--- src/rtl/spi_mem_pkg.sv ---
// Shared types and constants for the SPI memory arbiter and the SPI master it drives.
package spi_mem_pkg;

  localparam int unsigned ADDR_W_DEFAULT = 16;
  localparam int unsigned DATA_W_DEFAULT = 8;

  // Serial RAM opcodes, shared with the SPI master.
  localparam logic [7:0] READ_COMMAND  = 8'h03;
  localparam logic [7:0] WRITE_COMMAND = 8'h02;

  typedef enum logic [2:0] {
    IDLE      = 3'd0,
    ISSUE     = 3'd1,
    WAIT_BUSY = 3'd2,
    WAIT_DONE = 3'd3,
    RESP      = 3'd4
  } state_t;

  typedef enum logic {
    PORT_FETCH = 1'b0,
    PORT_DATA  = 1'b1
  } port_t;

  // The opcode the SPI master will shift out for a given direction.
  function automatic logic [7:0] command_for(input logic we);
    return we ? WRITE_COMMAND : READ_COMMAND;
  endfunction

endpackage

--- src/rtl/spi_mem_arbiter_if.sv ---
// Requester and SPI-master side signals of the arbiter.
// slave = arbiter view, master = environment (core + SPI master) view.
interface spi_mem_arbiter_if #(
  parameter int unsigned ADDR_W = 16,
  parameter int unsigned DATA_W = 8
);
  logic              f_req;
  logic [ADDR_W-1:0] f_addr;
  logic              f_ack;
  logic              d_req;
  logic              d_we;
  logic [ADDR_W-1:0] d_addr;
  logic [DATA_W-1:0] d_wdata;
  logic              d_ack;
  logic [DATA_W-1:0] rdata;
  logic              busy;
  logic              spi_start;
  logic              spi_write;
  logic [ADDR_W-1:0] spi_address;
  logic [DATA_W-1:0] spi_wdata;
  logic              spi_done;
  logic [DATA_W-1:0] spi_rdata;

  modport slave (
    input  f_req, f_addr, d_req, d_we, d_addr, d_wdata, spi_done, spi_rdata,
    output f_ack, d_ack, rdata, busy, spi_start, spi_write, spi_address, spi_wdata
  );

  modport master (
    output f_req, f_addr, d_req, d_we, d_addr, d_wdata, spi_done, spi_rdata,
    input  f_ack, d_ack, rdata, busy, spi_start, spi_write, spi_address, spi_wdata
  );
endinterface

--- src/rtl/spi_mem_rr_arb.sv ---
// Two-way round-robin grant: combinational pick plus the last_grant register.
module spi_mem_rr_arb
  import spi_mem_pkg::*;
(
  input  logic  clk,
  input  logic  rst,
  input  logic  req_f,
  input  logic  req_d,
  input  logic  update,
  input  port_t upd_port,
  output logic  grant_valid_c,
  output port_t grant_c
);

  port_t last_grant;

  // Reset to the data port so fetch wins the first tie.
  always_ff @(posedge clk or posedge rst) begin
    if (rst) begin
      last_grant <= PORT_DATA;
    end else if (update) begin
      last_grant <= upd_port;
    end
  end

  always_comb begin
    grant_valid_c = req_f | req_d;
    grant_c       = PORT_FETCH;
    if (req_f && req_d) begin
      grant_c = (last_grant == PORT_FETCH) ? PORT_DATA : PORT_FETCH;
    end else if (req_d) begin
      grant_c = PORT_DATA;
    end
  end

endmodule

--- src/rtl/spi_mem_arbiter.sv ---
// Shares one SPI memory master between a read-only fetch port and a read/write data port.
// Optional single-entry read cache: define SPI_MEM_ARBITER_RDCACHE_EN.
module spi_mem_arbiter
  import spi_mem_pkg::*;
#(
  parameter int unsigned ADDR_W = ADDR_W_DEFAULT,
  parameter int unsigned DATA_W = DATA_W_DEFAULT
) (
  input logic             clk,
  input logic             rst,
  spi_mem_arbiter_if.slave bus
);

  state_t            state;
  port_t             grant_q;
  logic              arb_valid_c;
  port_t             arb_grant_c;
  logic              resp_c;
  logic              sel_we_c;
  logic [ADDR_W-1:0] sel_addr_c;
  logic [DATA_W-1:0] sel_wdata_c;
  logic              cache_hit_c;
  logic [DATA_W-1:0] cache_data;
  logic              read_done_c;
  logic              write_done_c;

  assign resp_c = (state == RESP);

  spi_mem_rr_arb u_arb (
    .clk           (clk),
    .rst           (rst),
    .req_f         (bus.f_req),
    .req_d         (bus.d_req),
    .update        (resp_c),
    .upd_port      (grant_q),
    .grant_valid_c (arb_valid_c),
    .grant_c       (arb_grant_c)
  );

  // Request fields of whichever port the arbiter currently picks; fetch never writes.
  always_comb begin
    sel_we_c    = 1'b0;
    sel_addr_c  = bus.f_addr;
    sel_wdata_c = '0;
    if (arb_grant_c == PORT_DATA) begin
      sel_we_c    = bus.d_we;
      sel_addr_c  = bus.d_addr;
      sel_wdata_c = bus.d_wdata;
    end
  end

  assign read_done_c  = (state == WAIT_DONE) && bus.spi_done && !bus.spi_write;
  assign write_done_c = (state == WAIT_DONE) && bus.spi_done &&  bus.spi_write;

`ifdef SPI_MEM_ARBITER_RDCACHE_EN
  logic              cache_valid;
  logic [ADDR_W-1:0] cache_tag;

  assign cache_hit_c = !sel_we_c && cache_valid && (cache_tag == sel_addr_c);

  // Every SPI read refills the entry; a write to the cached address keeps it coherent.
  always_ff @(posedge clk or posedge rst) begin
    if (rst) begin
      cache_valid <= 1'b0;
      cache_tag   <= '0;
      cache_data  <= '0;
    end else if (read_done_c) begin
      cache_valid <= 1'b1;
      cache_tag   <= bus.spi_address;
      cache_data  <= bus.spi_rdata;
    end else if (write_done_c && cache_valid && (cache_tag == bus.spi_address)) begin
      cache_data  <= bus.spi_wdata;
    end
  end
`else
  assign cache_hit_c = 1'b0;
  assign cache_data  = '0;
`endif

  // Transaction sequencer; spi_* request fields stay frozen from ISSUE through RESP.
  always_ff @(posedge clk or posedge rst) begin
    if (rst) begin
      state           <= IDLE;
      grant_q         <= PORT_FETCH;
      bus.f_ack       <= 1'b0;
      bus.d_ack       <= 1'b0;
      bus.busy        <= 1'b0;
      bus.spi_start   <= 1'b0;
      bus.spi_write   <= 1'b0;
      bus.spi_address <= '0;
      bus.spi_wdata   <= '0;
      bus.rdata       <= '0;
    end else begin
      bus.f_ack     <= 1'b0;
      bus.d_ack     <= 1'b0;
      bus.spi_start <= 1'b0;
      case (state)
        IDLE: begin
          if (arb_valid_c && bus.spi_done) begin
            grant_q         <= arb_grant_c;
            bus.spi_write   <= sel_we_c;
            bus.spi_address <= sel_addr_c;
            bus.spi_wdata   <= sel_wdata_c;
            bus.busy        <= 1'b1;
            if (cache_hit_c) begin
              bus.rdata <= cache_data;
              bus.f_ack <= (arb_grant_c == PORT_FETCH);
              bus.d_ack <= (arb_grant_c == PORT_DATA);
              state     <= RESP;
            end else begin
              bus.spi_start <= 1'b1;
              state         <= ISSUE;
            end
          end
        end
        ISSUE: begin
          state <= WAIT_BUSY;
        end
        WAIT_BUSY: begin
          if (!bus.spi_done) begin
            state <= WAIT_DONE;
          end
        end
        WAIT_DONE: begin
          if (bus.spi_done) begin
            if (!bus.spi_write) begin
              bus.rdata <= bus.spi_rdata;
            end
            bus.f_ack <= (grant_q == PORT_FETCH);
            bus.d_ack <= (grant_q == PORT_DATA);
            state     <= RESP;
          end
        end
        RESP: begin
          bus.busy <= 1'b0;
          state    <= IDLE;
        end
        default: begin
          bus.busy <= 1'b0;
          state    <= IDLE;
        end
      endcase
    end
  end

endmodule
--- src/flat_wrapper.sv ---
// flat-port wrapper written by rule: the top's interface ports become plain ports
module spi_mem_arbiter_flat import spi_mem_pkg::*;
#(
  parameter int unsigned ADDR_W = ADDR_W_DEFAULT,
  parameter int unsigned DATA_W = DATA_W_DEFAULT
)
  (clk, rst, bus_f_req, bus_f_addr, bus_d_req, bus_d_we, bus_d_addr, bus_d_wdata, bus_spi_done, bus_spi_rdata, bus_f_ack, bus_d_ack, bus_rdata, bus_busy, bus_spi_start, bus_spi_write, bus_spi_address, bus_spi_wdata);
  spi_mem_arbiter_if #(.ADDR_W(ADDR_W), .DATA_W(DATA_W)) bus_i ();
  input logic clk;
  input logic rst;
  input wire logic [$bits(bus_i.f_req)-1:0] bus_f_req;
  input wire logic [$bits(bus_i.f_addr)-1:0] bus_f_addr;
  input wire logic [$bits(bus_i.d_req)-1:0] bus_d_req;
  input wire logic [$bits(bus_i.d_we)-1:0] bus_d_we;
  input wire logic [$bits(bus_i.d_addr)-1:0] bus_d_addr;
  input wire logic [$bits(bus_i.d_wdata)-1:0] bus_d_wdata;
  input wire logic [$bits(bus_i.spi_done)-1:0] bus_spi_done;
  input wire logic [$bits(bus_i.spi_rdata)-1:0] bus_spi_rdata;
  output wire logic [$bits(bus_i.f_ack)-1:0] bus_f_ack;
  output wire logic [$bits(bus_i.d_ack)-1:0] bus_d_ack;
  output wire logic [$bits(bus_i.rdata)-1:0] bus_rdata;
  output wire logic [$bits(bus_i.busy)-1:0] bus_busy;
  output wire logic [$bits(bus_i.spi_start)-1:0] bus_spi_start;
  output wire logic [$bits(bus_i.spi_write)-1:0] bus_spi_write;
  output wire logic [$bits(bus_i.spi_address)-1:0] bus_spi_address;
  output wire logic [$bits(bus_i.spi_wdata)-1:0] bus_spi_wdata;
  assign bus_i.f_req = bus_f_req;
  assign bus_i.f_addr = bus_f_addr;
  assign bus_i.d_req = bus_d_req;
  assign bus_i.d_we = bus_d_we;
  assign bus_i.d_addr = bus_d_addr;
  assign bus_i.d_wdata = bus_d_wdata;
  assign bus_i.spi_done = bus_spi_done;
  assign bus_i.spi_rdata = bus_spi_rdata;
  assign bus_f_ack = bus_i.f_ack;
  assign bus_d_ack = bus_i.d_ack;
  assign bus_rdata = bus_i.rdata;
  assign bus_busy = bus_i.busy;
  assign bus_spi_start = bus_i.spi_start;
  assign bus_spi_write = bus_i.spi_write;
  assign bus_spi_address = bus_i.spi_address;
  assign bus_spi_wdata = bus_i.spi_wdata;
  spi_mem_arbiter #(.ADDR_W(ADDR_W), .DATA_W(DATA_W)) u_core (.clk(clk), .rst(rst), .bus(bus_i));
endmodule
--- config.mk ---
export PLATFORM = sky130hd
export DESIGN_NAME = spi_mem_arbiter_flat
export DESIGN_NICKNAME = d
export VERILOG_FILES = /design/src/rtl/spi_mem_pkg.sv /design/src/rtl/spi_mem_arbiter_if.sv /design/src/rtl/spi_mem_rr_arb.sv /design/src/rtl/spi_mem_arbiter.sv /design/src/flat_wrapper.sv
export SDC_FILE = /design/constraint.sdc
export NUM_CORES = 1
export LEC_CHECK = 0
export CORE_MARGIN = 10
export CORE_UTILIZATION = 36
export DETAILED_ROUTE_END_ITERATION = 12
export PLACE_DENSITY = 0.74
export SLEW_MARGIN = 15
export SYNTH_ARGS = -nofsm -noshare
export SYNTH_HDL_FRONTEND = slang
export SYNTH_HIERARCHICAL = 1
export SYNTH_SLANG_ARGS = --single-unit
export TNS_END_PERCENT = 30
--- constraint.sdc ---
create_clock -name clk -period 1.55 [get_ports clk]
set_input_delay 0.2325 -clock clk [delete_from_list [all_inputs] [get_ports clk]]
set_output_delay 0.2325 -clock clk [all_outputs]
set_load 0.1 [all_outputs]
; Yosys cells after proc, flatten, opt, wreduce, memory -nomap -nowiden
; Index checks and enable logic that the tools add are counted.
[totals]
output_inout_bits = 37
word_cells = 48
ff_bits = 42
input_bits = 54
[op_classes]
muxes = 18
eq_ne = 7
n_reduce_logical = 8
bitwise = 4
[ops]
columns = cell, n
row1 = $mux 16, 1
row2 = $pmux 3 s4, 1
row3 = $mux 1, 11
row4 = $mux 3, 3
row5 = $mux 8, 1
row6 = $eq 3x2->1 const B, 2
row7 = $reduce_and 3->1, 2
row8 = $ne 2x2->1 const B, 2
row9 = $reduce_and 2->1, 2
row10 = $eq 3x1->1 const B, 1
row11 = $eq 3x3->1 const B, 1
row12 = $logic_not 3->1, 1
row13 = $not 1->1, 3
row14 = $reduce_or 3->1, 1
row15 = $logic_and 1x1->1, 2
row16 = $ne 2x1->1 const B, 1
row17 = $pmux 1 s2, 1
row18 = $or 1x1->1, 1

; Logic depth before layout (Yosys ltp)
[depth]
word_depth = 4
depth_mapped = 6
depth_no_buf = 3

; By module
; The synthesis kept the hierarchy.
[modules_own_cells]
columns = module, seq_area_each_um2, n_inst, cells_each, area_each_um2
row1 = spi_mem_arbiter, 1026.0, 1, 132, 1838.0
row2 = spi_mem_rr_arb, 26.3, 1, 5, 58.8

; Worst setup path after synthesis
; OpenSTA, ideal clock, no wires.
[synth_path]
path_type = flip-flop to flip-flop
startpoint = reg u_core.bus.spi_write
endpoint = reg u_core.bus.rdata[0]
t_required_ns = 1.425
path_buffers = 0
period_less_slack_ns = 1.569
setup_ns = 0.125
path_slack_ns = -0.019
t_arrival_ns = 1.444
stages_incl_launch_ff = 3
cell_sequence = dfrtp_1 nor2_4 mux2_2
[synth_between]
elab_chain_len = 2
[synth_lines]
columns = item, line
row1 = from (decl), spi_mem_arbiter_if.sv:26  ; output f_ack, d_ack, rdata, busy, spi_start, spi_write, spi_address, spi_wdata
row2 = from (signal assigned), spi_mem_arbiter.sv:101  ; bus.spi_write <= sel_we_c;
row3 = $not 1->1 (no source line), n/a
row4 = $reduce_and 3->1 (no source line), n/a
row5 = to (signal assigned), spi_mem_arbiter.sv:106  ; bus.rdata <= cache_data;
row6 = to (signal assigned), spi_mem_arbiter.sv:127  ; bus.rdata <= bus.spi_rdata;
row7 = to (decl), spi_mem_arbiter_if.sv:26
; Every way passes these cells.
; A chain may end at the register's enable or synchronous reset.

; Worst setup path after layout
[layout_path]
startpoint = reg u_core.u_arb.last_grant
endpoint = reg u_core.bus.spi_address[9]
[layout_between]
elab_chain_len = 3
[layout_lines]
columns = item, line
row1 = from (decl), spi_mem_rr_arb.sv:15  ; port_t last_grant;
row2 = from (signal assigned), spi_mem_rr_arb.sv:22  ; last_grant <= upd_port;
row3 = $mux 1, spi_mem_rr_arb.sv:30  ; grant_c = (last_grant == PORT_FETCH) ? PORT_DATA : PORT_FETCH;
row4 = $mux 1, spi_mem_rr_arb.sv:29  ; if (req_f && req_d) begin
row5 = named net u_core.arb_grant_c, spi_mem_arbiter.sv:17  ; port_t arb_grant_c;
row6 = $mux 16, spi_mem_arbiter.sv:45  ; if (arb_grant_c == PORT_DATA) begin
row7 = to (signal assigned), spi_mem_arbiter.sv:102  ; bus.spi_address <= sel_addr_c;
row8 = to (decl), spi_mem_arbiter_if.sv:26
; The timed path passes the listed nets, and every way through them passes these cells.

==> impl_metrics.yaml <==
worst_setup_path:
  required_ps: 1730
  worstSetupEndpointType: "register"
  path_max_fanout: 7
  cp-start-kind: "register"
  worstPathArrival_ps: 1700
  worstSetupPathType: "register to register"
yosys:
  synth_commonest_cells: "dfrtp_1, mux2_2, inv_1"
  synth-edff-count: 0
  synth_cell_types: 24
  syn-mean-instance-area_um2: 13.8
  syn_area_mm2: 0.00190
  yosys.area.top_type: "dfrtp_1"
  synthCells: 137
  yosysMostFrequentCell: "dfrtp_1"
  syn_nets: 191
  async_flop_share: 1.00
  ys_top_cells_by_area: "dfrtp_1, mux2_2, mux2_4"
  ys_ff_latch: 42
  synth_ff_type: "dfrtp_1"
  netlist.area_leader.share: 0.541
  ys_seq_area_frac: 0.555
  yosysWarnings: 6
detailed_routing:
  drt_pass1_iterations: 4
  routedWlPerCell_um: 16.8
  vias: 1390
  vias_per_cell: 4.47
  wirelength_um: 5220
  drtIter0Drc: 34
  drc_errors: 0
  ant_nets: 0
global_route:
  grt_use_total: 0.123
  grt_pass1_vias: 1632
  grt-ovfl-total: 0
  grt_pass1_wl_um: 8400
  antenna_found_initial: 0
  grt_start_max_net_pins: 23
cts:
  cts.sinks: 42
  cts_tree: "built"
  clock_path_buffers: 2
  cts_setup_buffers: 0
  htree_levels: 2
  cts_root_buf: "clkbuf_8"
  cts-buffers-inserted: 5
  clk_latency_ps: 290
  clk_transition_reported_paths_ps: 80
  cts_hold_buf: 0
sta:
  setup_violations: 0
  max_freq_mhz: 656
  layout_setup_ws_ps: 25.9
  slew_headroom: 0.767
  skew_ps: 3.56
  fin_crit_sh: 0.983
  fin_crit_ps: 1520
  hold_violations: 0
  worst_slew_pin_slew_ps: 349
  drv_slew: 0
cells_and_area:
  antenna_cells: 0
  utilization: 0.683
  nets: 294
  syn_to_final_growth_pct: 84.0
  drive_gt1_frac: 0.440
  fill_cells: 370
placed_design:
  dp_hpwl_um: 4280
  io_buffers: 90
  preCtsSetupSlack_ps: -306
  gp_congestion: 0.719
floorplanning:
  die_y_um: 92.6
  fp.dieArea_mm2: 0.00857
  core-area_mm2: 0.00511
  die_w_um: 92.6
  ios: 91
  rows: 26
  start_util: 0.371
worst_hold_path:
  hold_class: "input port to asynchronous set/reset pin"
flow_run:
  maxCapViolCount: 0
outcome:
  status: "completed"
## placed cells by master, fill, tap and decap left out
cell,n
a21boi_4,1
a21oi_1,1
and2_1,2
and3_1,1
buf_12,42
buf_4,5
clkbuf_1,1
clkbuf_16,1
clkbuf_8,6
clkdlybuf4s50_1,51
clkinv_2,1
dfrtp_1,40
dfrtp_2,1
dfstp_2,1
dlymetal6s2s_1,2
inv_1,13
inv_2,1
mux2_2,32
mux2_4,10
mux2i_1,9
nand2_1,9
nand2b_1,1
nand3_1,1
nand3_4,1
nand4b_1,1
nor2_1,1
nor2_2,1
nor2_4,1
nor2b_4,1
nor3_1,1
o21ai_0,1
or2_2,1
## state kept, by name (all words and copies together), names as in the netlist, 3 cells and up
name	count
u_core/bus.rdata	8
u_core/bus.spi_wdata	8
u_core/bus.spi_address	16
u_core/state	3
## repair_timing
action | in CTS | in global routing
endpoints found under the setup margin | 3 | 8
gates cloned | 0 | 1
resized for setup | 1 | 2
## logic make-up (layout without fill, tap and decap cells)
| family | count (synthesis) | in the layout | share of synthesized area |
|---|---|---|---|
| AO/OA/AOI/OAI | 3 | 3 | 0.00923 |
| buffers and inverters | 19 | 123 | 0.0475 |
| flip-flops | 42 | 42 | 0.555 |
| multiplexers | 51 | 51 | 0.317 |
| AND/OR/NAND/NOR | 22 | 22 | 0.0719 |
## cell type report
class                           instances  area [um^2]  share of cell area
Timing Repair Buffer                  101         1440               0.412
Inverter                               14         52.6              0.0151
Tap cell                               70         87.6              0.0251
Clock inverter                          1         5.00             0.00143
Clock buffer                            7         86.3              0.0247
Sequential cell                        42         1050               0.302
Multi-Input combinational cell         76          766               0.219
## metrics by stage
step	instance area, um^2	cells	hold slack, ps	setup TNS [ps]
2_1_floorplan	1900	137	122	0
3_3_place_gp	3360	302	470	-6330
3_5_place_dp	3360	302	499	-7680
4_1_cts	3460	310	272	0
5_1_grt	3490	311	291	-33.4
6_report	3490	311	269	0
## routing by layer
layer | GRT usage | vias to the layer above | share of wire | wire (um)
li1 | - | 661 | - | -
met1 | 0.134 | 674 | 0.36 | 1900
met2 | 0.218 | 51 | 0.53 | 2770
met3 | 0.0436 | 4 | 0.095 | 496
met4 | 0.0386 | 0 | 0.011 | 56
met5 | 0 | - | 0 | 0
## path summary, 6_finish.rpt
path                       slack (ps)                        end                     from  cells after the start
setup / recovery                   30  u_core/bus.spi_address[9]  u_core/u_arb/last_grant                      4
hold / removal                    270    u_core/bus.spi_wdata[4]                      rst                      2
setup reg to reg                   30  u_core/bus.spi_address[9]  u_core/u_arb/last_grant                      4
hold reg to reg                   510           u_core/bus.f_ack           u_core/grant_q                      1
max in group asynchronous         860  u_core/bus.spi_address[5]                      rst                      3
min in group clk                  470            u_core/state[0]                bus_d_req                      4
## worst max-delay path: stages, from the launching register on
cell,delay (ps)
dfstp_2,390
a21boi_4,230
clkbuf_16,200
mux2_2,320
mux2_4,260
Power is left out: the tool's default activity adds up to more than one toggle a clock period on the data nets, which glitch-free logic cannot reach.
